$ cat src/rtl/ctrl_seq_unit.sv
// rtl/ctrl_seq_unit.sv - registered RV32 control decoder with M-unit latency sequencing (option: CTRL_DIV_EN)
module ctrl_seq_unit #(
    parameter int MUL_LAT = 4,
    parameter int DIV_LAT = 16,
    parameter int CNT_W   = 6
) (
    input  logic       clk,
    input  logic       rst_n,
    input  logic       inst_valid,
    output logic       inst_ready,
    input  logic [6:0] opcode,
    input  logic [2:0] funct3,
    input  logic       funct7_0,
    input  logic       flush,
    output logic       ctrl_valid,
    output logic       branch,
    output logic       mem_read,
    output logic       mem_write,
    output logic       alu_src,
    output logic       reg_write,
    output logic       jal,
    output logic       jalr,
    output logic       auipc,
    output logic [1:0] alu_op,
    output logic [1:0] wb_src,
    output logic       md_start,
    output logic       md_div,
    output logic       busy,
    output logic       illegal
);

    typedef enum logic {S_IDLE, S_MD} state_t;

    localparam logic [6:0] OP_OP     = 7'b0110011;
    localparam logic [6:0] OP_IMM    = 7'b0010011;
    localparam logic [6:0] OP_LOAD   = 7'b0000011;
    localparam logic [6:0] OP_STORE  = 7'b0100011;
    localparam logic [6:0] OP_BRANCH = 7'b1100011;
    localparam logic [6:0] OP_JAL    = 7'b1101111;
    localparam logic [6:0] OP_JALR   = 7'b1100111;
    localparam logic [6:0] OP_AUIPC  = 7'b0010111;

    // Counter reload values: the op completes when the counter reaches zero.
    localparam logic [CNT_W-1:0] MUL_LOAD = CNT_W'(MUL_LAT - 1);
    localparam logic [CNT_W-1:0] DIV_LOAD = CNT_W'(DIV_LAT - 1);

    state_t           state_q, state_d;
    logic [CNT_W-1:0] cnt_q, cnt_d;
    logic             valid_q, valid_d;
    logic             branch_q, branch_d;
    logic             mem_read_q, mem_read_d;
    logic             mem_write_q, mem_write_d;
    logic             alu_src_q, alu_src_d;
    logic             reg_write_q, reg_write_d;
    logic             jal_q, jal_d;
    logic             jalr_q, jalr_d;
    logic             auipc_q, auipc_d;
    logic [1:0]       alu_op_q, alu_op_d;
    logic [1:0]       wb_src_q, wb_src_d;
    logic             md_start_q, md_start_d;
    logic             md_div_q, md_div_d;
    logic             illegal_q, illegal_d;
    logic             md_done;
    logic             unused_funct3;

    // Only funct3[2] distinguishes the MUL and DIV groups; the rest belongs to the ALU.
    assign unused_funct3 = ^funct3[1:0];

    // Flush beats a completion landing in the same cycle, so completion is gated live.
    assign md_done = (state_q == S_MD) && (cnt_q == '0) && !flush;

    // Decode accepted instructions and advance the M-unit latency counter.
    always_comb begin
        state_d     = state_q;
        cnt_d       = cnt_q;
        valid_d     = 1'b0;
        branch_d    = 1'b0;
        mem_read_d  = 1'b0;
        mem_write_d = 1'b0;
        alu_src_d   = 1'b0;
        reg_write_d = 1'b0;
        jal_d       = 1'b0;
        jalr_d      = 1'b0;
        auipc_d     = 1'b0;
        alu_op_d    = 2'b00;
        wb_src_d    = 2'b00;
        md_start_d  = 1'b0;
        md_div_d    = 1'b0;
        illegal_d   = 1'b0;
        case (state_q)
            S_IDLE: begin
                if (inst_valid && !flush) begin
                    case (opcode)
                        OP_OP: begin
                            if (!funct7_0) begin
                                valid_d     = 1'b1;
                                reg_write_d = 1'b1;
                                alu_op_d    = 2'b10;
                            end else if (!funct3[2]) begin
                                md_start_d = 1'b1;
                            end else begin
`ifdef CTRL_DIV_EN
                                md_start_d = 1'b1;
                                md_div_d   = 1'b1;
`else
                                illegal_d  = 1'b1;
`endif
                            end
                        end
                        OP_IMM: begin
                            valid_d     = 1'b1;
                            reg_write_d = 1'b1;
                            alu_src_d   = 1'b1;
                            alu_op_d    = 2'b10;
                        end
                        OP_LOAD: begin
                            valid_d     = 1'b1;
                            reg_write_d = 1'b1;
                            alu_src_d   = 1'b1;
                            mem_read_d  = 1'b1;
                            wb_src_d    = 2'b01;
                        end
                        OP_STORE: begin
                            valid_d     = 1'b1;
                            alu_src_d   = 1'b1;
                            mem_write_d = 1'b1;
                        end
                        OP_BRANCH: begin
                            valid_d  = 1'b1;
                            branch_d = 1'b1;
                            alu_op_d = 2'b01;
                        end
                        OP_JAL: begin
                            valid_d     = 1'b1;
                            jal_d       = 1'b1;
                            reg_write_d = 1'b1;
                            wb_src_d    = 2'b10;
                        end
                        OP_JALR: begin
                            valid_d     = 1'b1;
                            jalr_d      = 1'b1;
                            reg_write_d = 1'b1;
                            alu_src_d   = 1'b1;
                            wb_src_d    = 2'b10;
                        end
                        OP_AUIPC: begin
                            valid_d     = 1'b1;
                            auipc_d     = 1'b1;
                            reg_write_d = 1'b1;
                            alu_src_d   = 1'b1;
                        end
                        default: illegal_d = 1'b1;
                    endcase
                    if (md_start_d) begin
                        state_d = S_MD;
                        cnt_d   = md_div_d ? DIV_LOAD : MUL_LOAD;
                    end
                end
            end
            S_MD: begin
                if (flush || (cnt_q == '0)) begin
                    state_d = S_IDLE;
                    cnt_d   = '0;
                end else begin
                    cnt_d = cnt_q - 1'b1;
                end
            end
            default: begin
                state_d = S_IDLE;
                cnt_d   = '0;
            end
        endcase
    end

    // State, counter and registered control bundle.
    always_ff @(posedge clk) begin
        if (!rst_n) begin
            state_q     <= S_IDLE;
            cnt_q       <= '0;
            valid_q     <= 1'b0;
            branch_q    <= 1'b0;
            mem_read_q  <= 1'b0;
            mem_write_q <= 1'b0;
            alu_src_q   <= 1'b0;
            reg_write_q <= 1'b0;
            jal_q       <= 1'b0;
            jalr_q      <= 1'b0;
            auipc_q     <= 1'b0;
            alu_op_q    <= 2'b00;
            wb_src_q    <= 2'b00;
            md_start_q  <= 1'b0;
            md_div_q    <= 1'b0;
            illegal_q   <= 1'b0;
        end else begin
            state_q     <= state_d;
            cnt_q       <= cnt_d;
            valid_q     <= valid_d;
            branch_q    <= branch_d;
            mem_read_q  <= mem_read_d;
            mem_write_q <= mem_write_d;
            alu_src_q   <= alu_src_d;
            reg_write_q <= reg_write_d;
            jal_q       <= jal_d;
            jalr_q      <= jalr_d;
            auipc_q     <= auipc_d;
            alu_op_q    <= alu_op_d;
            wb_src_q    <= wb_src_d;
            md_start_q  <= md_start_d;
            md_div_q    <= md_div_d;
            illegal_q   <= illegal_d;
        end
    end

    // The registered bundle is all-zero while in MD, so completion terms OR in cleanly.
    assign ctrl_valid = valid_q | md_done;
    assign reg_write  = reg_write_q | md_done;
    assign wb_src     = wb_src_q | {md_done, md_done};
    assign branch     = branch_q;
    assign mem_read   = mem_read_q;
    assign mem_write  = mem_write_q;
    assign alu_src    = alu_src_q;
    assign jal        = jal_q;
    assign jalr       = jalr_q;
    assign auipc      = auipc_q;
    assign alu_op     = alu_op_q;
    assign md_start   = md_start_q;
    assign md_div     = md_div_q;
    assign illegal    = illegal_q;
    assign inst_ready = (state_q == S_IDLE);
    assign busy       = (state_q == S_MD);

endmodule

$ cat config.mk
export PLATFORM = sky130hd
export DESIGN_NAME = ctrl_seq_unit
export DESIGN_NICKNAME = d
export VERILOG_FILES = /design/src/rtl/ctrl_seq_unit.sv
export SDC_FILE = /design/constraint.sdc
export NUM_CORES = 1
export LEC_CHECK = 0
export BUFFER_PORTS_ARGS = -buffer_cell sky130_fd_sc_hd__buf_2
export CORE_MARGIN = 5
export CORE_UTILIZATION = 52
export DETAILED_ROUTE_END_ITERATION = 16
export PLACE_DENSITY = 0.83
export SKIP_LAST_GASP = 1
export SYNTH_ARGS = -nofsm -noshare
export SYNTH_HDL_FRONTEND = slang
export SYNTH_SLANG_ARGS = --single-unit
export TNS_END_PERCENT = 20
$ cat constraint.sdc
create_clock -name clk -period 4.7 [get_ports clk]
set_clock_uncertainty 0.05 [all_clocks]
set_input_delay 0.47 -clock clk [delete_from_list [all_inputs] [get_ports clk]]
set_output_delay 0.47 -clock clk [all_outputs]
set_load 0.01 [all_outputs]
==> results.toml <==
[clock_network]
h-tree-depth = 1
clk_path_buf_depth = 2
cts_tree = "done"
cts_setup_buffers = 0
post_cts_resized = 0
insertion_delay_ps = 300
numCtsBuffers = 3
clock_sinks = 21
root_buffer = "clkbuf_4"
clkTransAtPathRegs_ps = 110
cts_hold_buffers = 0

[drt]
wl_per_cell_um = 12.11
drt_iter0_markers = 27
antenna_left = 0
vias = 873
wirelength_um = 1962
routed_via_density = 5.389
firstDrtPassIters = 4
drc = 0

[finish]
syn_to_final_growth_pct = 17.93
nNetsFinal = 155
layout_common_cells = "buf_2, dfxtp_1, nor2_1, nand2b_1"
drive_above_1_share_pct = 32.12
mostFrequentLayoutCell = "buf_2"
fin_cells = 162
antenna_cells = 0

[critical_path]
arrival_ps = 1600
rr_startpoint = "busy"
r2r_setup_slack_ps = 2880
path_max_fanout = 6
ff2ff_path_depth = 4
crit_path_end_kind = "output port"
regToRegEndpoint = "mem_read"
cp.required_ps = 4180
critPathLaunchType = "flop"
crit_type = "flop to output port"

[timing]
slew_violations = 0
period_share_pct = 45.06
fmax_mhz = 472.2
rsz0062_at_grt = "false"
hold_viol = 0
final.setup.tns_ps = 0
final-setup-viol-count = 0
min_period_ps = 2118

[outcome]
status = "finished, final reports clean"

[power]
switching_share_pct = 23.66
finalPower_mw = 0.2883
seq_power_share_pct = 61.9
power_frac_comb_pct = 8.9
cellInternalPower_mw = 0.2201
leakagePower_nw = 0.5829
power_density_nw_per_um2 = 246.7
vdd_drop_max_v = 0.0001397
clkPwrFrac_pct = 29.2
switchingPower_mw = 0.06821

[logic_synthesis]
ys.flop_type = "dfxtp_1"
synth_edf_count = 0
syn_inst = 108
ys_ff_latch = 21
synth.net_count = 125
synth_seq_area_share_pct = 42.42
yosysWarnings = 0
ys_types = 45
syn_avg_cell_area_um2 = 9.175
ys_async_sr_fraction_pct = 0
syn_area_um2 = 991.0

[global_routing]
grt_max_degree = 14
antenna_found_initial = 0
overflow = 0
grt_pass1_vias = 795
grt_pass1_wl_um = 3318
grtUsageTotal_pct = 16.13

[hold_path]
min_from = "opcode[5]"
hold-path-endpoint = "mem_read"
whs_path_depth = 2
hp-class = "primary input to flop"

[die]
die_x_um = 53.66
fp.dieH_um = 53.66
rows = 15
start_util_pct = 56.17
core_area_um2 = 1764
ios = 33
die_area_um2 = 2879

[place]
port_buffers = 29
dp_cells = 158
place_hpwl_um = 1546
gp_congestion = 0.8950

[job]
maxCapViolations = 0
worst max-delay path, cell delays in order (launching register included):
cell and delay, ps:
dfxtp_1 380, or3_1 460, nor2_1 140, nand2_1 110, nand2b_1 90, buf_2 130
flip-flops by register name, indices dropped and copies added (netlist names):
register and cells:
wb_src_q 1, auipc 1, md_start 1, cnt_q 6
alu_src 1, alu_op 2, illegal 1, reg_write_q 1
mem_read 1, busy 1, mem_write 1, jalr 1
valid_q 1, jal 1, branch 1
worst max-delay path by stage:
stage | from | endpoint | slack, ps
4_1_cts | cnt_q[2] | wb_src[0] | 2580
3_3_place_gp | opcode[6] | cnt_q[2] | 2620
5_1_grt | cnt_q[2] | reg_write | 2460
3_5_place_dp | opcode[2] | cnt_q[2] | 2610
6_report | cnt_q[2] | reg_write | 2580
2_1_floorplan | opcode[6] | cnt_q[2] | 2740
layer usage:
metal | global-route usage [%] | share of wire, % | vias to the layer above
li1 | - | - | 442
met2 | 25.31 | 45 | 30
met1 | 19.83 | 46 | 397
met5 | 0 | 0 | -
met4 | 10.21 | 2.2 | 0
met3 | 3.601 | 6.3 | 4
cells in the mapped netlist (all sizes together), types with 2 or more instances:
library cell  number  area share [%]
nor2b              3             1.9
nor4               3             3.4
dfxtp             21              42
clkbuf             2            0.76
a21o               3             2.4
or4                2             1.6
ha                 2             2.5
buf                2             1.9
nand2              6             2.3
inv                6             2.3
nor2               9             3.4
a211oi             2             1.5
a21oi              3             1.5
nor3               6             3.0
nand2b             7             4.4
nor3b              2             2.0
nand3              3             2.0
o21ai              3             1.5
a22o               2             2.0
a31oi              2             1.3
cells by family after synthesis:
group	count (synthesis)	synth area share, %
other	1	0.3784
and+or+nand+nor	49	31.06
xor gates and xnor gates	2	1.768
AOI/OAI and AO/OA	22	15.91
DFF	21	42.42
adders and majority gates	2	2.525
muxes	1	1.010
buffers and inverters	10	4.925
cell type report:
class | instances | area (um^2)
clock buffers | 3 | 22.52
flip-flops and latches | 21 | 420.4
well taps | 25 | 31.28
fillers | 166 | 595.6
repair buffers | 29 | 145.1
inverters | 6 | 22.52
multi-input cells | 77 | 521.8
clock inverters | 1 | 5.005
power by group through the flow:
stage	clock, mW	sequential, mW	combinational (mW)
global placement	0	0.183	0.0244
detailed placement	0	0.183	0.0251
global route	0.0961	0.179	0.0283
floorplan	0	0.183	0.0155
CTS	0.0873	0.179	0.0252
finish	0.0842	0.179	0.0256
through the flow:
stage	setup WS (ps)	utilization [%]	cell area, um^2	hold WS [ps]
finish	2582	66.24	1169	367.0
global route	2455	66.24	1169	347.5
global placement	2623	64.68	1141	433.8
floorplan	2741	-	991.0	413.7
detailed placement	2613	64.68	1141	437.2
CTS	2579	66.24	1169	353.8
No activity file was read; power rests on OpenSTA's default activity.
